--- config.mk ---
export PLATFORM = sky130hd
export DESIGN_NAME = shiftreg_universal
export DESIGN_NICKNAME = d
export VERILOG_FILES = /design/src/rtl/shiftreg_universal.sv
export SDC_FILE = /design/constraint.sdc
export NUM_CORES = 1
export LEC_CHECK = 0
export ABC_CLOCK_PERIOD_IN_PS = 2400
export BUFFER_PORTS_ARGS = -buffer_cell sky130_fd_sc_hd__buf_2
export CORE_MARGIN = 3
export CORE_UTILIZATION = 51
export DETAILED_ROUTE_END_ITERATION = 16
export PLACE_DENSITY = 0.78
export SLEW_MARGIN = 40
export SYNTH_ARGS = -nofsm -noshare
export SYNTH_HDL_FRONTEND = slang
export SYNTH_SLANG_ARGS = --single-unit
--- constraint.sdc ---
create_clock -name clock -period 2.4 [get_ports clock]
set_input_delay 0.12 -clock clock [delete_from_list [all_inputs] [get_ports clock]]
set_output_delay 0.12 -clock clock [all_outputs]
set_load 0.01 [all_outputs]
--- src/rtl/shiftreg_universal.sv ---
// shiftreg_universal: universal shift register with run-time mode, multi-bit step and counted burst engine
//
// Optional feature: define SHIFTREG_LFSR_EN to turn mode 3'b110 into a Fibonacci
// LFSR using TAPS; without it mode 3'b110 holds and no LFSR logic exists.
//
// Ports:
//   clock     in   rising-edge clock
//   aclr_n    in   asynchronous active-low reset (q=RESET_VALUE, burst aborted)
//   sclr      in   synchronous clear (q=0), highest synchronous priority
//   sset      in   synchronous set (q=LOAD_SVALUE)
//   enable    in   shift qualifier, also qualifies load
//   load      in   parallel load of data (with enable)
//   data      in   parallel load value
//   mode      in   000 hold, 001 SL, 010 SR, 011 ROL, 100 ROR, 101 ASR, 110 LFSR/hold, 111 hold
//   shiftin   in   serial input bits (STEP wide)
//   start     in   burst start request, honoured only in IDLE
//   count     in   number of shifts in a burst
//   busy      out  burst in progress
//   done      out  one-cycle burst-complete pulse
//   shiftout  out  registered bits shifted out
//   q         out  register contents
module shiftreg_universal #(
   parameter int                 WIDTH       = 8,
   parameter int                 STEP        = 1,
   parameter int                 CNT_WIDTH   = 4,
   parameter logic [WIDTH-1:0]   RESET_VALUE = '0,
   parameter logic [WIDTH-1:0]   LOAD_SVALUE = WIDTH'(3),
   parameter logic [WIDTH-1:0]   TAPS        = WIDTH'(8'hB8)
) (
   input  logic                 clock,
   input  logic                 aclr_n,
   input  logic                 sclr,
   input  logic                 sset,
   input  logic                 enable,
   input  logic                 load,
   input  logic [WIDTH-1:0]     data,
   input  logic [2:0]           mode,
   input  logic [STEP-1:0]      shiftin,
   input  logic                 start,
   input  logic [CNT_WIDTH-1:0] count,
   output logic                 busy,
   output logic                 done,
   output logic [STEP-1:0]      shiftout,
   output logic [WIDTH-1:0]     q
);
   typedef enum logic {IDLE, BURST} state_e;
   state_e               state_q, state_d;
   logic [WIDTH-1:0]     q_q, q_d;
   logic [STEP-1:0]      so_q, so_d;
   logic [2:0]           mode_q, mode_d;
   logic [CNT_WIDTH-1:0] cnt_q, cnt_d;
   logic                 done_q, done_d;
   logic                 sync_op, burst_shift, free_shift, do_shift, sh_hold;
   logic [2:0]           act_mode;
   logic [WIDTH-1:0]     sh_val;
   logic [STEP-1:0]      sh_out;
   // any clear/set/load pre-empts shifting and terminates a running burst
   assign sync_op     = sclr | sset | (enable & load);
   assign burst_shift = (state_q == BURST) & enable & ~sync_op;
   assign free_shift  = (state_q == IDLE) & enable & ~sync_op & ~start;
   assign do_shift    = burst_shift | free_shift;
   assign act_mode    = (state_q == BURST) ? mode_q : mode;
   always_ff @(posedge clock or negedge aclr_n) begin
      if (!aclr_n) begin
         state_q <= IDLE;
         q_q     <= RESET_VALUE;
         so_q    <= '0;
         mode_q  <= '0;
         cnt_q   <= '0;
         done_q  <= 1'b0;
      end else begin
         state_q <= state_d;
         q_q     <= q_d;
         so_q    <= so_d;
         mode_q  <= mode_d;
         cnt_q   <= cnt_d;
         done_q  <= done_d;
      end
   end
   always_comb begin
      state_d = state_q;
      cnt_d   = cnt_q;
      mode_d  = mode_q;
      done_d  = 1'b0;
      if (sync_op) begin
         state_d = IDLE;
         cnt_d   = '0;
      end else if (state_q == IDLE && start) begin
         state_d = (count == '0) ? IDLE : BURST;
         done_d  = (count == '0);
         cnt_d   = count;
         mode_d  = mode;
      end else if (burst_shift) begin
         // the counter runs even in latched hold mode
         cnt_d   = cnt_q - CNT_WIDTH'(1);
         state_d = (cnt_q == CNT_WIDTH'(1)) ? IDLE : BURST;
         done_d  = (cnt_q == CNT_WIDTH'(1));
      end
   end
   always_comb begin
      sh_hold = 1'b0;
      sh_out  = q_q[WIDTH-1-:STEP];
      sh_val  = q_q;
      case (act_mode)
         3'b001: sh_val = {q_q[WIDTH-STEP-1:0], shiftin};
         3'b010: begin
            sh_val = {shiftin, q_q[WIDTH-1:STEP]};
            sh_out = q_q[STEP-1:0];
         end
         3'b011: sh_val = {q_q[WIDTH-STEP-1:0], q_q[WIDTH-1-:STEP]};
         3'b100: begin
            sh_val = {q_q[STEP-1:0], q_q[WIDTH-1:STEP]};
            sh_out = q_q[STEP-1:0];
         end
         3'b101: begin
            sh_val = {{STEP{q_q[WIDTH-1]}}, q_q[WIDTH-1:STEP]};
            sh_out = q_q[STEP-1:0];
         end
`ifdef SHIFTREG_LFSR_EN
         // LFSR always advances one bit, independent of STEP
         3'b110: begin
            sh_val = {q_q[WIDTH-2:0], ^(q_q & TAPS)};
            sh_out = STEP'(q_q[WIDTH-1]);
         end
`endif
         default: sh_hold = 1'b1;
      endcase
   end
   assign q_d  = sclr               ? '0          :
                 sset               ? LOAD_SVALUE :
                 (enable & load)    ? data        :
                 (do_shift & ~sh_hold) ? sh_val   : q_q;
   assign so_d = (do_shift & ~sh_hold & ~sync_op) ? sh_out : so_q;
   assign q        = q_q;
   assign shiftout = so_q;
   assign busy     = (state_q == BURST);
   assign done     = done_q;
endmodule
==> flow_metrics.py, run 1 <==
metrics = {
    "outcome": {
        "status": "completed",
    },
    "sta": {
        "final.min_clock_period_ns": 2.007,
        "fin_tns_setup_ns": 0,
        "fin_crit_sh_pct": 83.64,
        "setup_viol_count_final": 0,
        "drv_slew": 0,
        "rsz0062_at_grt": "no",
        "max_slew_margin_pct": 59.77,
        "max_freq_mhz": 498.2,
        "fin_skew_ns": 0.003220,
        "hold_viol": 0,
        "worst_slew_pin_slew_ns": 0.5989,
    },
    "floorplan": {
        "die-area_um2": 3067,
        "chipHeight_um": 55.38,
        "io_pins": 34,
        "start_util_pct": 55.16,
        "coreArea_um2": 2255,
        "num_rows": 17,
        "die_x_um": 55.38,
    },
    "power": {
        "leakage_nw": 0.6606,
        "ir_drop_mv": 0.4304,
        "p_per_area_nw_per_um2": 506.2,
    },
    "synthesis": {
        "ys.flop_type": "dfrtp_1",
        "seq_area_frac_synth_pct": 36.22,
        "netlist_area_um2": 1244,
        "synthCells": 122,
        "ys_ff_latch": 18,
        "synthTopCellsByCount": "dfrtp_1 (18), nand2_1 (11), a21oi_1 (8), nor2_1 (8), o21ai_0 (6)",
        "synth_fp_nets": 147,
        "synth_top_area_share_pct": 36.22,
        "synth_edf_count": 0,
        "synth-async-reset-ratio_pct": 100.0,
        "syn_avg_cell_area_um2": 10.19,
        "synth.distinct_cells": 40,
        "synth_warnings": 0,
        "yosysMostFrequentCell": "dfrtp_1",
        "synth_top_area_cell": "dfrtp_1",
        "ys_top_cells_by_area": "dfrtp_1 (36%), mux2_4 (6.0%), mux2i_4 (5.4%)",
    },
    "cts": {
        "clock-sinks": 18,
        "htreeDepth": 1,
        "cts_buffer_depth": 2,
        "cts_tree": "done",
        "clkSlewWorstSetupHoldPaths_ns": 0.11,
        "root_buffer": "clkbuf_4",
        "worstSkewPairLatency_ns": 0.30,
        "numCtsBuffers": 3,
    },
    "global_routing": {
        "grt_start_max_net_pins": 19,
        "grt_overflow": 0,
        "grt.total_usage_pct": 20.32,
        "grt_pass1_wl_mm": 5.002,
        "grt_pass1_vias": 1047,
        "antenna_found_initial": 0,
    },
    "cells_and_area": {
        "layout-drive-gt1-share_pct": 36.31,
        "finalNonFillerCells": 185,
        "syn2layout_area_growth_pct": 17.61,
        "antenna_cells": 0,
        "design_area_um2": 1463,
        "nets": 183,
    },
    "worst_setup_path": {
        "crit_buf_inv": 1,
        "critPathKind": "flip-flop to flip-flop",
        "arrival_ns": 2.18,
        "endpoint_kind": "flip-flop",
        "critPathRequiredTime_ns": 2.57,
        "cpMaxStageDelayCell": "dfrtp_2",
        "path_max_fanout": 11,
        "reg2reg_slack_ns": 0.39,
        "critical_path.cell_chain": "and2b_1 > nor4_1 > a211oi_2 > buf_4 > a22oi_1 > o21ai_0",
        "crit_path_max_incr_delay_ns": 0.58,
        "path_delay_family": "simple AND/OR/NAND/NOR gates",
        "start_kind": "flip-flop",
    },
    "place": {
        "post-place-cells": 180,
        "gp_congestion": 0.8379,
        "io_buffers": 33,
        "dp_hpwl_mm": 2.219,
        "place_area_um2": 1415,
    },
    "worst_hold_path": {
        "hold_path_class": "input port to flip-flop",
    },
    "drt": {
        "drt_pre_antenna_iters": 4,
        "post_drt_wl_per_cell_um": 15.77,
        "drc": 0,
        "routed_wl_mm": 2.918,
        "viasPerCell": 5.962,
        "dr_total_vias": 1103,
        "ant_nets": 0,
        "drtIter0Drc": 28,
    },
    "job": {
        "maxCapViolations": 0,
    },
}
cell usage in the layout (no fill, tap or decap), types with 3 or more instances in the layout:
cell type  instances
nand2_1           11
buf_2             33
a211oi_1           3
inv_1              3
nand3_1            3
mux2_4             5
mux2i_4            3
o21ai_0            6
mux2i_1            5
a21oi_1            8
clkbuf_4           3
nor2_1             8
a22oi_1            5
xnor2_1            3
nor4_1             4
mux2_2             3
dfrtp_1           17
nor3_1             5
registers in the layout, indices dropped and copies added, names as in the netlist:
register / cells
done: 1
cnt_q: 4
q: 8
shiftout: 1
mode_q: 3
busy: 1
per-stage QoR:
step	utilization [%]	power [mW]	worst slack, ns	hold slack [ns]
floorplan	-	0.4898	0.4483	-0.1756
global placement	62.76	0.5441	0.2941	0.06688
detailed placement	62.76	0.5496	0.2088	0.07596
CTS	64.82	0.7428	0.1906	0.06438
global route	64.87	0.7813	0.1747	0.05938
finish	64.87	0.7404	0.3928	0.05822
tightest hold or removal path: cells and delay by family:
family	cells	cell delay, ns
buffers and inverters	1	0.07
AO/OA/AOI/OAI	2	0.13
routing by layer:
layer,vias up,global-route usage (%),share of wire [%]
li1,531,-,-
met1,536,27.96,45
met2,30,30.57,47
met3,6,3.271,5.0
met4,0,10.42,2.4
met5,-,0,0
path summary, 6_finish.rpt:
kind,from,to,cells past startpoint
worst max-delay path,busy$_DFFE_PN0P_,q[3]$_DFFE_PN0P_,6
worst min-delay path,data[2],q[2]$_DFFE_PN0P_,3
worst max register to register,busy$_DFFE_PN0P_,q[3]$_DFFE_PN0P_,6
worst min register to register,shiftout$_DFFE_PN0P_,shiftout$_DFFE_PN0P_,1
max in group asynchronous,aclr_n,busy$_DFFE_PN0P_,2
min in group asynchronous,aclr_n,mode_q[1]$_DFFE_PN0P_,2
cell type report:
type	instances	area, um^2
Inverter	3	11.26
Clock buffer	4	36.28
Tap cell	28	35.03
Fill cell	216	792.0
Multi-Input combinational cell	96	738.2
Sequential cell	18	451.7
Timing Repair Buffer	36	190.2
repair_timing:
action                                  in CTS  in global routing
buffers inserted                             0                  0
hold buffers                                 1                  0
gates resized for setup                      0                  1
endpoints found under the hold margin       18                  0
endpoints found under the setup margin       0                  1
report_power, final:
part | leakage (nW) | switching (mW) | internal [mW]
Clock | 0.0210 | 0.102 | 0.0926
Sequential | 0.238 | 0.0318 | 0.327
Combinational | 0.402 | 0.0966 | 0.0905
Total | 0.661 | 0.230 | 0.510
cell families after synthesis:
group | Yosys count | share of synthesized area, %
xor gates and xnor gates | 4 | 2.817
muxes | 16 | 18.21
buffers and inverters | 8 | 4.426
AOI/OAI and AO/OA | 35 | 20.02
DFF | 18 | 36.22
adders and majority gates | 2 | 2.012
and+or+nand+nor | 39 | 16.30
Power figures use the tool's default switching activity.
==> inputs of run 2 (changes only) <==
--- a/config.mk
+++ b/config.mk
@@ -5,12 +5,13 @@
 export SDC_FILE = /design/constraint.sdc
 export NUM_CORES = 1
 export LEC_CHECK = 0
-export ABC_CLOCK_PERIOD_IN_PS = 2400
+export ABC_AREA = 1
+export ABC_CLOCK_PERIOD_IN_PS = 2100
 export BUFFER_PORTS_ARGS = -buffer_cell sky130_fd_sc_hd__buf_2
 export CORE_MARGIN = 3
-export CORE_UTILIZATION = 51
+export CORE_UTILIZATION = 52
 export DETAILED_ROUTE_END_ITERATION = 16
-export PLACE_DENSITY = 0.78
+export PLACE_DENSITY = 0.79
 export SLEW_MARGIN = 40
 export SYNTH_ARGS = -nofsm -noshare
 export SYNTH_HDL_FRONTEND = slang
==> constraint.sdc (replaced) <==
create_clock -name clock -period 2.1 [get_ports clock]
set_input_delay 0.105 -clock clock [delete_from_list [all_inputs] [get_ports clock]]
set_output_delay 0.105 -clock clock [all_outputs]
set_load 0.01 [all_outputs]
==> flow_metrics.py, run 2 <==
metrics = {
    "worst_setup_path": {
        "critPathRequiredTime_ns": 2.31,
        "rr_worst_depth": 9,
        "reg2reg_slack_ns": 0.43,
        "critPathKind": "flip-flop to flip-flop",
        "endpoint_kind": "flip-flop",
        "path_max_fanout": 9,
        "start_kind": "flip-flop",
        "arrival_ns": 1.88,
    },
    "synthesis": {
        "synth-async-reset-ratio_pct": 100.0,
        "synth.distinct_cells": 29,
        "yosysMostFrequentCell": "nand2_1",
        "ys.flop_type": "dfrtp_1",
        "synthTopCellsByCount": "nand2_1 (82), inv_1 (24), dfrtp_1 (18), nand3_1 (13), nor2_1 (9)",
        "synth_fp_nets": 218,
        "synth_top_area_cell": "dfrtp_1",
        "ys_ff_latch": 18,
        "seq_area_frac_synth_pct": 34.42,
        "synth_warnings": 0,
        "netlist_area_um2": 1309,
        "synth_top_area_share_pct": 34.42,
        "synth_edf_count": 0,
        "syn_avg_cell_area_um2": 6.781,
        "synthCells": 193,
        "ys_top_cells_by_area": "dfrtp_1 (34%), nand2_1 (24%), inv_1 (6.9%)",
    },
    "sta": {
        "fin_tns_setup_ns": 0,
        "rsz0062_at_grt": "no",
        "max_freq_mhz": 599.0,
        "fin_skew_ns": 0.003890,
        "hold_viol": 0,
        "max_slew_margin_pct": 71.49,
        "fin_crit_sh_pct": 79.50,
        "layout_setup_ws_ns": 0.4305,
        "setup_viol_count_final": 0,
        "drv_slew": 0,
        "whs_ns": 0.07123,
        "worst_slew_pin_slew_ns": 0.4277,
        "final.min_clock_period_ns": 1.670,
    },
    "cells_and_area": {
        "largest_reg_flops": 8,
        "nets": 256,
        "final_cell_mix": "nand2_1 (82), buf_2 (33), inv_1 (24)",
        "finalNonFillerCells": 257,
        "antenna_cells": 0,
        "layout_commonest_cell": "nand2_1",
        "layout-drive-gt1-share_pct": 24.89,
        "syn2layout_area_growth_pct": 16.92,
    },
    "power": {
        "switchingPower_mw": 0.3410,
        "internal_power_mw": 0.5644,
        "combPwrFrac_pct": 33.1,
        "pwr-share-clk_pct": 20.4,
        "p_per_area_nw_per_um2": 591.7,
        "switching_share_pct": 37.66,
        "ir_drop_mv": 0.4007,
        "total_power_mw": 0.9054,
        "p_seq_share_pct": 46.5,
        "leakage_nw": 0.8798,
    },
    "cts": {
        "cts_resized": 0,
        "root_buffer": "clkbuf_4",
        "cts_tree": "done",
        "numCtsBuffers": 3,
        "htreeDepth": 1,
        "clock-sinks": 18,
        "worstSkewPairLatency_ns": 0.30,
        "cts_buffer_depth": 2,
        "clkSlewWorstSetupHoldPaths_ns": 0.11,
    },
    "place": {
        "post-place-cells": 253,
        "dp_hpwl_mm": 2.384,
        "io_buffers": 33,
        "dp_slack_ns": 0.4383,
        "gp_congestion": 0.8440,
    },
    "worst_hold_path": {
        "hold_path_class": "input port to flip-flop",
        "holdPathStages": 4,
    },
    "floorplan": {
        "coreArea_um2": 2297,
        "num_rows": 17,
        "die-area_um2": 3155,
        "io_pins": 34,
        "start_util_pct": 56.97,
        "chipHeight_um": 56.17,
        "die_x_um": 56.17,
    },
    "global_routing": {
        "gr-usage-met1_pct": 28.92,
        "antenna_found_initial": 0,
        "grt.total_usage_pct": 21.05,
        "grt_util_met3_pct": 2.320,
        "grt.busiest_layer": "met2",
        "use_met2_pct": 33.72,
        "grt_start_max_net_pins": 19,
        "grt_overflow": 0,
        "grt_pass1_vias": 1220,
        "grt_pass1_wl_mm": 5.340,
    },
    "outcome": {
        "status": "completed",
    },
    "job": {
        "maxCapViolations": 0,
    },
    "drt": {
        "drc": 0,
        "viasPerCell": 5.097,
        "routed_wl_mm": 3.118,
        "drt_pre_antenna_iters": 4,
        "post_drt_wl_per_cell_um": 12.13,
        "ant_nets": 0,
        "dr_total_vias": 1310,
        "drtIter0Drc": 36,
    },
}
[run 2: cell types whose count changed after synthesis, sizes merged, moves of 5 or more]
| cell | change |
|---|---|
| nand2 | +81 |
| a22oi | -5 |
| mux2i | -8 |
| inv | +24 |
| mux2 | -8 |
| nand3 | +12 |
[run 2: cell families (layout without fill, tap and decap cells)]
family / after synthesis / after routing / synth area share (%)
DFF: 18 / 18 / 34.42
buffers and inverters: 28 / 64 / 9.178
xor gates and xnor gates: 1 / 1 / 0.6693
and+or+nand+nor: 124 / 124 / 44.46
adders and majority gates: 2 / 2 / 1.912
AOI/OAI and AO/OA: 20 / 20 / 9.369
[run 2: power by group through the flow]
stage / Clock [mW] / Sequential (mW) / Combinational (mW)
2_1_floorplan: 0 / 0.427 / 0.201
3_5_place_dp: 0 / 0.428 / 0.298
4_1_cts: 0.191 / 0.421 / 0.301
5_1_grt: 0.204 / 0.426 / 0.342
3_3_place_gp: 0 / 0.425 / 0.288
6_report: 0.184 / 0.421 / 0.300
[run 2: worst paths after layout]
path,start,to
hold / removal,sclr,q[0]$_DFFE_PN0P_
max in group asynchronous,aclr_n,cnt_q[1]$_DFFE_PN0P_
hold reg to reg,q[2]$_DFFE_PN0P_,q[2]$_DFFE_PN0P_
min in group asynchronous,aclr_n,shiftout$_DFFE_PN0P_
setup reg to reg,busy$_DFFE_PN0P_,q[1]$_DFFE_PN0P_
setup / recovery,busy$_DFFE_PN0P_,q[1]$_DFFE_PN0P_
[run 2: metrics by stage]
step                      cell area [um^2]  utilization, %
after global placement                1498           65.20
after floorplan                       1309               -
after detailed placement              1498           65.20
after CTS                             1530           66.61
after global routing                  1530           66.61
final                                 1530           66.61
[run 2: critical path: stages (launching register included)]
cell and delay, ns:
dfrtp_1 0.55, inv_6 0.10, nand2_1 0.07, nand2_1 0.08
nand2_2 0.13, nand3_4 0.11, a21oi_4 0.32, nor2_2 0.07
o21ai_1 0.08, nand2_1 0.06
[run 2: cell type report]
class                   count  area, um^2
flip-flops and latches     18       450.4
inverters                  27       108.9
repair buffers             34       175.2
well taps                  28       35.03
multi-input cells         147       738.2
fillers                   214       767.0
clock buffers               3       22.52
[run 2: per-layer routing]
layer	part of all wire (%)	vias up	wire length, um
met1	48	589	1500
li1	-	674	-
met3	5.1	5	158
met2	45	42	1410
met5	0	-	0
met4	1.5	0	48
[run 2: repair_timing]
action,in CTS,in global routing
hold buffers,1,0
hold endpoints to repair,18,0
setup buffers,0,0
